`config.mk`:
```
export PLATFORM = sky130hd
export DESIGN_NAME = four_bit_adder_subtractor
export DESIGN_NICKNAME = d
export VERILOG_FILES = /design/src/rtl/addsub_pkg.sv /design/src/rtl/full_adder.sv /design/src/rtl/four_bit_adder_subtractor.sv
export SDC_FILE = /design/constraint.sdc
export NUM_CORES = 1
export LEC_CHECK = 0
export ABC_AREA = 1
export BUFFER_PORTS_ARGS = -buffer_cell sky130_fd_sc_hd__buf_4
export CORE_AREA = 5 5 42 44
export CTS_BUF_LIST = sky130_fd_sc_hd__clkbuf_4
export DETAILED_ROUTE_END_ITERATION = 10
export DIE_AREA = 0 0 47 49
export GPL_TIMING_DRIVEN = 1
export PLACE_DENSITY = 0.46
export SLEW_MARGIN = 20
export SYNTH_ARGS = -nofsm -noshare
export SYNTH_HDL_FRONTEND = slang
export SYNTH_SLANG_ARGS = --single-unit
```
`constraint.sdc`:
```
create_clock -name clk -period 5.09 [get_ports clk]
set_input_delay 0.509 -clock clk [delete_from_list [all_inputs] [get_ports clk]]
set_output_delay 0.509 -clock clk [all_outputs]
set_load 0.005 [all_outputs]
```
`src/rtl/addsub_pkg.sv`:
```
// Shared constants for the registered adder/subtractor.
package addsub_pkg;

  localparam int   ADDSUB_WIDTH = 4;
  localparam logic OP_ADD       = 1'b0;
  localparam logic OP_SUB       = 1'b1;

endpackage : addsub_pkg

```
`src/rtl/full_adder.sv`:
```
// One-bit combinational full adder; the ripple chain is built from these.
module full_adder (
  input  logic a,
  input  logic b,
  input  logic cin,
  output logic s,
  output logic cout
);

  logic p;

  assign p    = a ^ b;
  assign s    = p ^ cin;
  assign cout = (a & b) | (cin & p);

endmodule : full_adder

```
`src/rtl/four_bit_adder_subtractor.sv`:
```
// Registered two's-complement adder/subtractor over a ripple-carry chain.
// Define ADDSUB_OVERFLOW_EN to add the registered signed-overflow output.
module four_bit_adder_subtractor
  import addsub_pkg::*;
#(
  parameter int WIDTH = ADDSUB_WIDTH
) (
  input  logic             clk,
  input  logic             rst_n,
  input  logic [WIDTH-1:0] A,
  input  logic [WIDTH-1:0] B,
  input  logic             subtract,
  output logic [WIDTH-1:0] Result,
`ifdef ADDSUB_OVERFLOW_EN
  output logic             Cout,
  output logic             Overflow
`else
  output logic             Cout
`endif
);

  logic [WIDTH-1:0] bb;
  logic [WIDTH-1:0] s;
  logic [WIDTH:0]   c;

  // Subtraction is A + ~B + 1: invert B and feed the select in as carry-in.
  assign bb   = B ^ {WIDTH{subtract}};
  assign c[0] = subtract;

  for (genvar i = 0; i < WIDTH; i++) begin : g_chain
    full_adder u_fa (
      .a    (A[i]),
      .b    (bb[i]),
      .cin  (c[i]),
      .s    (s[i]),
      .cout (c[i+1])
    );
  end

  // NOTE: state registers use non-blocking assignments so every flop samples
  // pre-edge values; reset is sampled on the clock edge (synchronous).
  always_ff @(posedge clk) begin
    if (!rst_n) begin
      Result <= '0;
      Cout   <= 1'b0;
    end else begin
      Result <= s;
      Cout   <= c[WIDTH];
    end
  end

`ifdef ADDSUB_OVERFLOW_EN
  // Signed overflow: carry into the MSB differs from carry out of it.
  always_ff @(posedge clk) begin
    if (!rst_n) Overflow <= 1'b0;
    else        Overflow <= c[WIDTH] ^ c[WIDTH-1];
  end
`endif

endmodule : four_bit_adder_subtractor

```
==> results of run 1 <==
[synthesized netlist by cell type]
| library cell | n | area share |
|---|---|---|
| nand2_1 | 4 | 0.060 |
| fa_1 | 3 | 0.24 |
| nor2_1 | 2 | 0.030 |
| inv_1 | 8 | 0.12 |
| o21ai_0 | 1 | 0.020 |
| a21oi_1 | 1 | 0.020 |
| xnor2_1 | 2 | 0.070 |
| xor2_1 | 1 | 0.035 |
| dfxtp_1 | 5 | 0.40 |
[metrics by stage]
step / util / cells / setup WS, ps
2_1_floorplan: - / 27 / 3020
3_3_place_gp: 0.272 / 58 / 2820
3_5_place_dp: 0.272 / 58 / 2840
4_1_cts: 0.294 / 62 / 3080
5_1_grt: 0.294 / 62 / 3020
6_report: 0.294 / 62 / 3090
[worst min-delay path by stage]
| stage | slack [ps] | depth (start not counted) | to |
|---|---|---|---|
| 2_1_floorplan | 600 | 2 | Cout$_SDFF_PN0_ |
| 3_3_place_gp | 710 | 3 | Result[3]$_SDFF_PN0_ |
| 3_5_place_dp | 710 | 3 | Result[3]$_SDFF_PN0_ |
| 4_1_cts | 470 | 3 | Result[3]$_SDFF_PN0_ |
| 5_1_grt | 470 | 3 | Cout$_SDFF_PN0_ |
| 6_report | 470 | 3 | Result[3]$_SDFF_PN0_ |
[layer usage]
| layer | vias up | wire [um] | track usage | share of wire |
|---|---|---|---|---|
| met5 | - | 0 | 0 | 0 |
| li1 | 113 | - | - | - |
| met2 | 8 | 233 | 0.0611 | 0.55 |
| met4 | 0 | 0 | 0.0691 | 0 |
| met3 | 0 | 46 | 0.0148 | 0.11 |
| met1 | 82 | 147 | 0.0512 | 0.34 |
[power by group through the flow]
stage	clock network (uW)	registers, uW	logic (uW)
after CTS	49.9	45.8	29.5
after global placement	0	46.4	29.4
after detailed placement	0	46.5	29.4
final	48.7	45.7	28.7
after global routing	56.3	46.4	32.8
after floorplan	0	47.2	11.9
[cell families (layout without fill, tap and decap cells)]
| group | count (synthesis) | count (layout) | share of synthesized area |
|---|---|---|---|
| AOI/OAI and AO/OA | 2 | 2 | 0.0402 |
| and+or+nand+nor | 6 | 6 | 0.0904 |
| adders and majority gates | 3 | 3 | 0.241 |
| xor gates and xnor gates | 3 | 3 | 0.106 |
| DFF | 5 | 5 | 0.402 |
| buffers and inverters | 8 | 27 | 0.121 |
[state kept, by name, indices dropped and copies added, names as in the netlist]
| name | cells |
|---|---|
| Result | 4 |
| Cout | 1 |
[worst min-delay path, delay by kind of cell]
family | cells | cell delay (ps)
and+or+nand+nor | 1 | 40
buffers and inverters | 2 | 130
[placed cells by master, fill, tap and decap left out]
master	instances
xor2_1	1
nand2_1	4
buf_4	15
xnor2_1	2
dfxtp_1	5
nor2_1	2
clkbuf_4	4
o21ai_0	1
a21oi_1	1
fa_1	3
inv_1	8
[area by class of cell]
class                      count  area (um^2)  area share
clock buffer                   4         30.0      0.0729
multi-input combinational     14          119       0.289
timing repair buffer          15          113       0.274
sequential                     5          100       0.243
tap                           16         20.0      0.0486
inverter                       8         30.0      0.0729
==> results.txt, run 1 <==
status -> finished clean
Worst VDD drop -> 0.0000547 V
Fin Hold WS -> 469 ps
CTS tree -> done
Post-Synthesis Mean Instance Area -> 9.22 um^2
CP most frequent cell -> fa_1
placed cell areas -> 382 um^2
Via Count -> 203
worst setup path startpoint -> subtract
min cycle time layout -> 2000 ps
Reg clk slew, reported paths -> 40 ps
Setup Viol. Count Final -> 0
Max Cap Viol -> 0
NetSw -> 26.6 uW
sequential element share of the synthesized area -> 0.402
final worst-path cycle share -> 0.392
Ys Warns -> 0
pwr dens -> 299 nW/um^2
synthesized instance count -> 27
Residual DRC -> 0
die height -> 49 um
fin. max-slew vios -> 0
Slew HR -> 0.871
Pint -> 96.5 uW
Setup crit end -> Result[3]$_SDFF_PN0_
n_diodes -> 0
Hold Crit Class -> in -> reg
clk buf depth -> 2
width of the die -> 47 um
grt total ovfl -> 0
Starting DRT DRC Count -> 0
sw frac -> 0.216
Clk pwr share -> 0.396
cts bufs inserted -> 3
CP delay by family, top -> adder cells
Netlist cell types -> 9
Nets -> 61
CP max-delay cell -> fa_1
slowest cell delay on critical path -> 410 ps
total power -> 123 uW
sequential share of power -> 0.372
floorplan row count -> 14
setup TNS -> 0 ps
Slew @ Worst Pin -> 192 ps
hold path startpoint -> rst_n
# clock sinks -> 5
flops & latches, synth -> 5
Total GRT Usage -> 0.0488
Stages on worst setup path -> 8
I/O Buffers -> 15
maximum fanout along the worst path -> 4
Lkg Pwr -> 0.000227 uW
critical path launch point type -> input pin
first-pass GRT wire length -> 765 um
proportion of layout cells with a drive suffix above 1 -> 0.413
f_max -> 501 MHz
CTS Root Cell -> clkbuf_4
RSZ-0062 raised after global routing -> no
WP buf/inv -> 3
cell area after synthesis -> 249 um^2
WP data required -> 5220 ps
Die ar. -> 2300 um^2
largest net degree at the start of global routing -> 5
P&R area growth vs syn -> 65.3%
WL/cell -> 6.89 um
GPL Wtd Cong -> 0.653
combinational power share -> 0.233
TritonRoute pass-1 iters -> 1
CORE AREA -> 1400 um^2
Detailed Route WL -> 427 um
post-CTS sizing -> 0
crit path kind -> in -> reg
number of global-route vias before repair -> 215
final instance area -> 412 um^2
CTS Hold Bufs -> 0
Final Hold Viols -> 0
CP cell instances -> buf_4, xnor2_1, fa_1, fa_1, inv_1, fa_1, nand2_1, inv_1
initial antenna violation count -> 0
starting density of the core -> 0.178
Worst EP arrival -> 2130 ps
H-tree depth -> 1
DRT antenna net count -> 0
Worst setup EP type -> flop
number of fill cells -> 171
I/O pin count -> 16
Syn Nets -> 41
total setup buffers inserted after CTS -> 0
number of vias per cell -> 3.27
No activity file was read; power rests on OpenSTA's default activity.
==> run 2, diff against run 1 <==
--- a/config.mk
+++ b/config.mk
@@ -5,7 +5,7 @@
 export SDC_FILE = /design/constraint.sdc
 export NUM_CORES = 1
 export LEC_CHECK = 0
-export ABC_AREA = 1
+export ABC_AREA = 0
 export BUFFER_PORTS_ARGS = -buffer_cell sky130_fd_sc_hd__buf_4
 export CORE_AREA = 5 5 42 44
 export CTS_BUF_LIST = sky130_fd_sc_hd__clkbuf_4
==> constraint.sdc (replaced) <==
create_clock -name clk -period 1.95 [get_ports clk]
set_input_delay 0.195 -clock clk [delete_from_list [all_inputs] [get_ports clk]]
set_output_delay 0.195 -clock clk [all_outputs]
set_load 0.005 [all_outputs]
==> results.txt, run 2 <==
Stages on worst setup path -> 7
CORE AREA -> 1400 um^2
H-tree depth -> 1
Post-synth EDFFs -> 0
synth top area cells -> dfxtp_1 (40%), fa_1 (24%), and2_1 (7.6%)
RSZ-0062 raised after global routing -> no
critical path launch point type -> input pin
Nets -> 56
Hold Crit Class -> in -> reg
TritonRoute pass-1 iters -> 2
Placed Instances -> 53
post-synth top area cell -> dfxtp_1
Cell Count, Final, Fillers Out -> 57
Hold Path Sink -> Result[0]$_SDFF_PN0_
CTS Root Cell -> clkbuf_4
Post-Synthesis Mean Instance Area -> 11.8 um^2
number of global-route vias before repair -> 235
status -> finished clean
Via Count -> 209
DRT antenna net count -> 0
n_diodes -> 0
Total GRT Usage -> 0.0609
proportion of layout cells with a drive suffix above 1 -> 0.488
Worst EP arrival -> 1870 ps
count leader, synth -> dfxtp_1
Worst VDD drop -> 0.000153 V
cts bufs inserted -> 3
Final Hold Viols -> 0
biggest regs -> Result (4), Cout (1)
I/O pin count -> 16
CP max-delay cell -> fa_1
# clock sinks -> 5
Slew HR -> 0.882
largest net degree at the start of global routing -> 6
floorplan row count -> 14
CP delay by family, top -> adder cells
most frequent cells in the layout -> buf_4 (16), dfxtp_1 (5), clkbuf_4 (4)
Setup Viol. Count Final -> 0
fin. max-slew vios -> 0
placed cell areas -> 388 um^2
Detailed Route WL -> 537 um
post-CTS sizing -> 0
maximum fanout along the worst path -> 3
WL/cell -> 9.42 um
Residual DRC -> 0
Lkg Pwr -> 0.000207 uW
final worst-path cycle share -> 0.894
register name with the most flops -> Result
Async SR Flop Fraction -> 0
starting density of the core -> 0.177
Ys Warns -> 0
Syn Nets -> 35
sequential element share of the synthesized area -> 0.404
final instance area -> 418 um^2
ys flop type -> dfxtp_1
slowest cell delay on critical path -> 430 ps
top-area cell type share of the netlist area -> 0.404
P&R area growth vs syn -> 68.7%
Largest register FFs -> 4
commonest non-fill, non-tap cell in the layout -> buf_4
die height -> 49 um
Worst setup EP type -> flop
Slew @ Worst Pin -> 172 ps
Hold Crit Depth -> 2
Max Cap Viol -> 0
synthesized instance count -> 21
CP cell instances -> buf_4, xnor2_1, fa_1, fa_1, inv_1, fa_1, and2_1
hold path startpoint -> rst_n
clk buf depth -> 2
f_max -> 574 MHz
GPL Wtd Cong -> 0.659
pwr dens -> 789 nW/um^2
WP data required -> 2080 ps
width of the die -> 47 um
first-pass GRT wire length -> 897 um
min cycle time layout -> 1740 ps
Die ar. -> 2300 um^2
crit path kind -> in -> reg
CTS Hold Bufs -> 0
CP most frequent cell -> fa_1
grt total ovfl -> 0
top cells by count, synth -> dfxtp_1 (5), and2_1 (3), fa_1 (3), inv_1 (3)
CTS tree -> done
flops & latches, synth -> 5
total setup buffers inserted after CTS -> 0
Reg clk slew, reported paths -> 40 ps
number of vias per cell -> 3.67
Starting DRT DRC Count -> 3
initial antenna violation count -> 0
Fin Hold WS -> 189 ps
Netlist cell types -> 8
cell area after synthesis -> 248 um^2
I/O Buffers -> 15
number of fill cells -> 162
WP buf/inv -> 2
==> run 2: metal layers <==
metal | part of all wire | vias up | global-route usage
li1 | - | 100 | -
met1 | 0.31 | 89 | 0.0513
met2 | 0.43 | 18 | 0.0814
met3 | 0.23 | 2 | 0.0443
met4 | 0.032 | 0 | 0.0691
met5 | 0 | - | 0
==> run 2: area by class of cell <==
type / instances / area, um^2 / share of cell area
Multi-Input combinational cell: 13 / 136 / 0.326
Timing Repair Buffer: 16 / 120 / 0.287
Sequential cell: 5 / 100 / 0.240
Clock buffer: 4 / 30.0 / 0.0719
Tap cell: 16 / 20.0 / 0.0479
Inverter: 3 / 11.3 / 0.0269
==> run 2: stage by stage <==
step / total power [uW] / TNS, ps / utilization / setup WS [ps]
final: 330 / 0 / 0.298 / 207
after global routing: 359 / 0 / 0.298 / 163
after CTS: 339 / 0 / 0.298 / 199
after detailed placement: 203 / -57.9 / 0.277 / -57.9
after global placement: 200 / -22.6 / 0.277 / -22.6
after floorplan: 154 / 0 / - / 156
==> run 2: cell families (layout without fill, tap and decap cells) <==
kind of cell | count (synthesis) | in the layout | synth area share
simple gates | 5 | 5 | 0.126
xor+xnor | 4 | 4 | 0.141
buf+inv | 3 | 23 | 0.0455
mux | 1 | 1 | 0.0404
flops | 5 | 5 | 0.404
fa+ha+maj | 3 | 3 | 0.242
==> run 2: worst max-delay path by stage <==
stage | from | end | slack, ps
floorplan | B[1] | Result[3]$_SDFF_PN0_ | 160
global placement | subtract | Result[3]$_SDFF_PN0_ | -20
detailed placement | subtract | Result[3]$_SDFF_PN0_ | -60
CTS | subtract | Result[3]$_SDFF_PN0_ | 200
global route | subtract | Result[3]$_SDFF_PN0_ | 160
finish | subtract | Result[3]$_SDFF_PN0_ | 210
==> run 2: report_power, final <==
group,internal [uW],switching [uW],total [uW]
registers,117,3.02,120
logic,48.8,30.1,79.0
clock network,91.1,40.0,131
total,256,73.2,330
==> run 3, diff against run 2 <==
--- a/config.mk
+++ b/config.mk
@@ -13,7 +13,9 @@
 export DIE_AREA = 0 0 47 49
 export GPL_TIMING_DRIVEN = 1
 export PLACE_DENSITY = 0.46
+export SETUP_SLACK_MARGIN = 0.3
 export SLEW_MARGIN = 20
 export SYNTH_ARGS = -nofsm -noshare
 export SYNTH_HDL_FRONTEND = slang
 export SYNTH_SLANG_ARGS = --single-unit
+export TNS_END_PERCENT = 100
==> results.txt, run 3 (synthesis gave the netlist of run 2 again) <==
clk buf depth -> 2
uppermost layer routed -> met4
grt total ovfl -> 0
I/O Buffers -> 15
biggest regs -> Result (4), Cout (1)
WP buf/inv -> 2
WL met1 -> 164 um
initial antenna violation count -> 0
Lkg Pwr -> 0.000212 uW
proportion of layout cells with a drive suffix above 1 -> 0.575
number of global-route vias before repair -> 240
most frequent cells in the layout -> buf_4 (13), dfxtp_1 (5), clkbuf_4 (4)
slowest cell delay on critical path -> 370 ps
Hold Crit Depth -> 2
Placed Instances -> 52
maximum fanout along the worst path -> 2
# clock sinks -> 5
pwr dens -> 757 nW/um^2
crit path kind -> in -> reg
first-pass GRT wire length -> 890 um
final worst-path cycle share -> 0.818
CP cell instances -> buf_4, mux2i_1, fa_2, fa_2, inv_2, fa_1, and2_1
DRT antenna net count -> 0
CTS Root Cell -> clkbuf_4
min cycle time layout -> 1600 ps
CTS Hold Bufs -> 0
CORE AREA -> 1400 um^2
register name with the most flops -> Result
Reg clk slew, reported paths -> 40 ps
H-tree depth -> 1
commonest non-fill, non-tap cell in the layout -> buf_4
Hold Crit Class -> in -> reg
Met2 Routed Length -> 255 um
status -> finished clean
hold path startpoint -> rst_n
width of the die -> 47 um
routed wl met3 -> 109 um
Cell Count, Final, Fillers Out -> 56
Worst VDD drop -> 0.000189 V
Fin Hold WS -> 188 ps
Worst EP arrival -> 1730 ps
Starting DRT DRC Count -> 0
floorplan row count -> 14
Detailed Route WL -> 543 um
Max Cap Viol -> 0
Slew HR -> 0.836
Worst setup EP type -> flop
largest net degree at the start of global routing -> 6
fin. max-slew vios -> 0
number of vias per cell -> 3.59
CTS tree -> done
Total GRT Usage -> 0.0594
worst setup path startpoint -> B[0]
GPL Wtd Cong -> 0.671
CP max-delay cell -> fa_1
Nets -> 55
placed cell areas -> 383 um^2
WL/cell -> 9.70 um
Largest register FFs -> 4
Die ar. -> 2300 um^2
cts bufs inserted -> 3
Via Count -> 201
final instance area -> 449 um^2
Slew @ Worst Pin -> 244 ps
Setup Viol. Count Final -> 0
CP delay by family, top -> adder cells
Stages on worst setup path -> 7
TritonRoute pass-1 iters -> 1
P&R area growth vs syn -> 81.3%
starting density of the core -> 0.177
WP data required -> 2080 ps
Residual DRC -> 0
RSZ-0062 raised after global routing -> no
f_max -> 627 MHz
critical path launch point type -> input pin
die height -> 49 um
Final Hold Viols -> 0
I/O pin count -> 16
n_diodes -> 0
CP most frequent cell -> fa_2
[run 3: cell count changes in the layout (fill, tap and decap cells not counted), sizes merged]
cell,delta
buf,-1
[run 3: path summary, 6_finish.rpt]
path | end
worst min-delay path | Result[0]$_SDFF_PN0_
worst max-delay path | Result[3]$_SDFF_PN0_
[run 3: power breakdown]
group | total, uW | internal (uW) | switching, uW
clock | 129 | 91.0 | 38.4
sequential | 120 | 117 | 3.23
combinational | 90.8 | 56.7 | 34.0
[run 3: cell type report]
class                      count  area (um^2)
fill                         162          952
multi-input combinational     13          160
timing repair buffer          15          128
sequential                     5          100
clock buffer                   4         30.0
tap                           16         20.0
inverter                       3         11.3
[run 3: repair_timing]
| action | in CTS | in global routing |
|---|---|---|
| pin swaps | 5 | 2 |
| setup buffers | 0 | 0 |
| gates resized for setup | 8 | 0 |
| setup endpoints to repair | 1 | 1 |
[run 3: per-layer routing]
layer,up-vias,GRT usage
met2,18,0.0905
met5,-,0
met3,2,0.0258
met1,83,0.0491
li1,98,-
met4,0,0.0691
[run 3: metrics by stage]
step	power [uW]	setup WS (ps)	util	TNS (ps)
2_1_floorplan	154	200	-	0
3_3_place_gp	199	11.0	0.273	0
3_5_place_dp	203	-27.7	0.273	-27.7
4_1_cts	350	273	0.321	0
5_1_grt	368	322	0.321	0
6_report	340	354	0.321	0
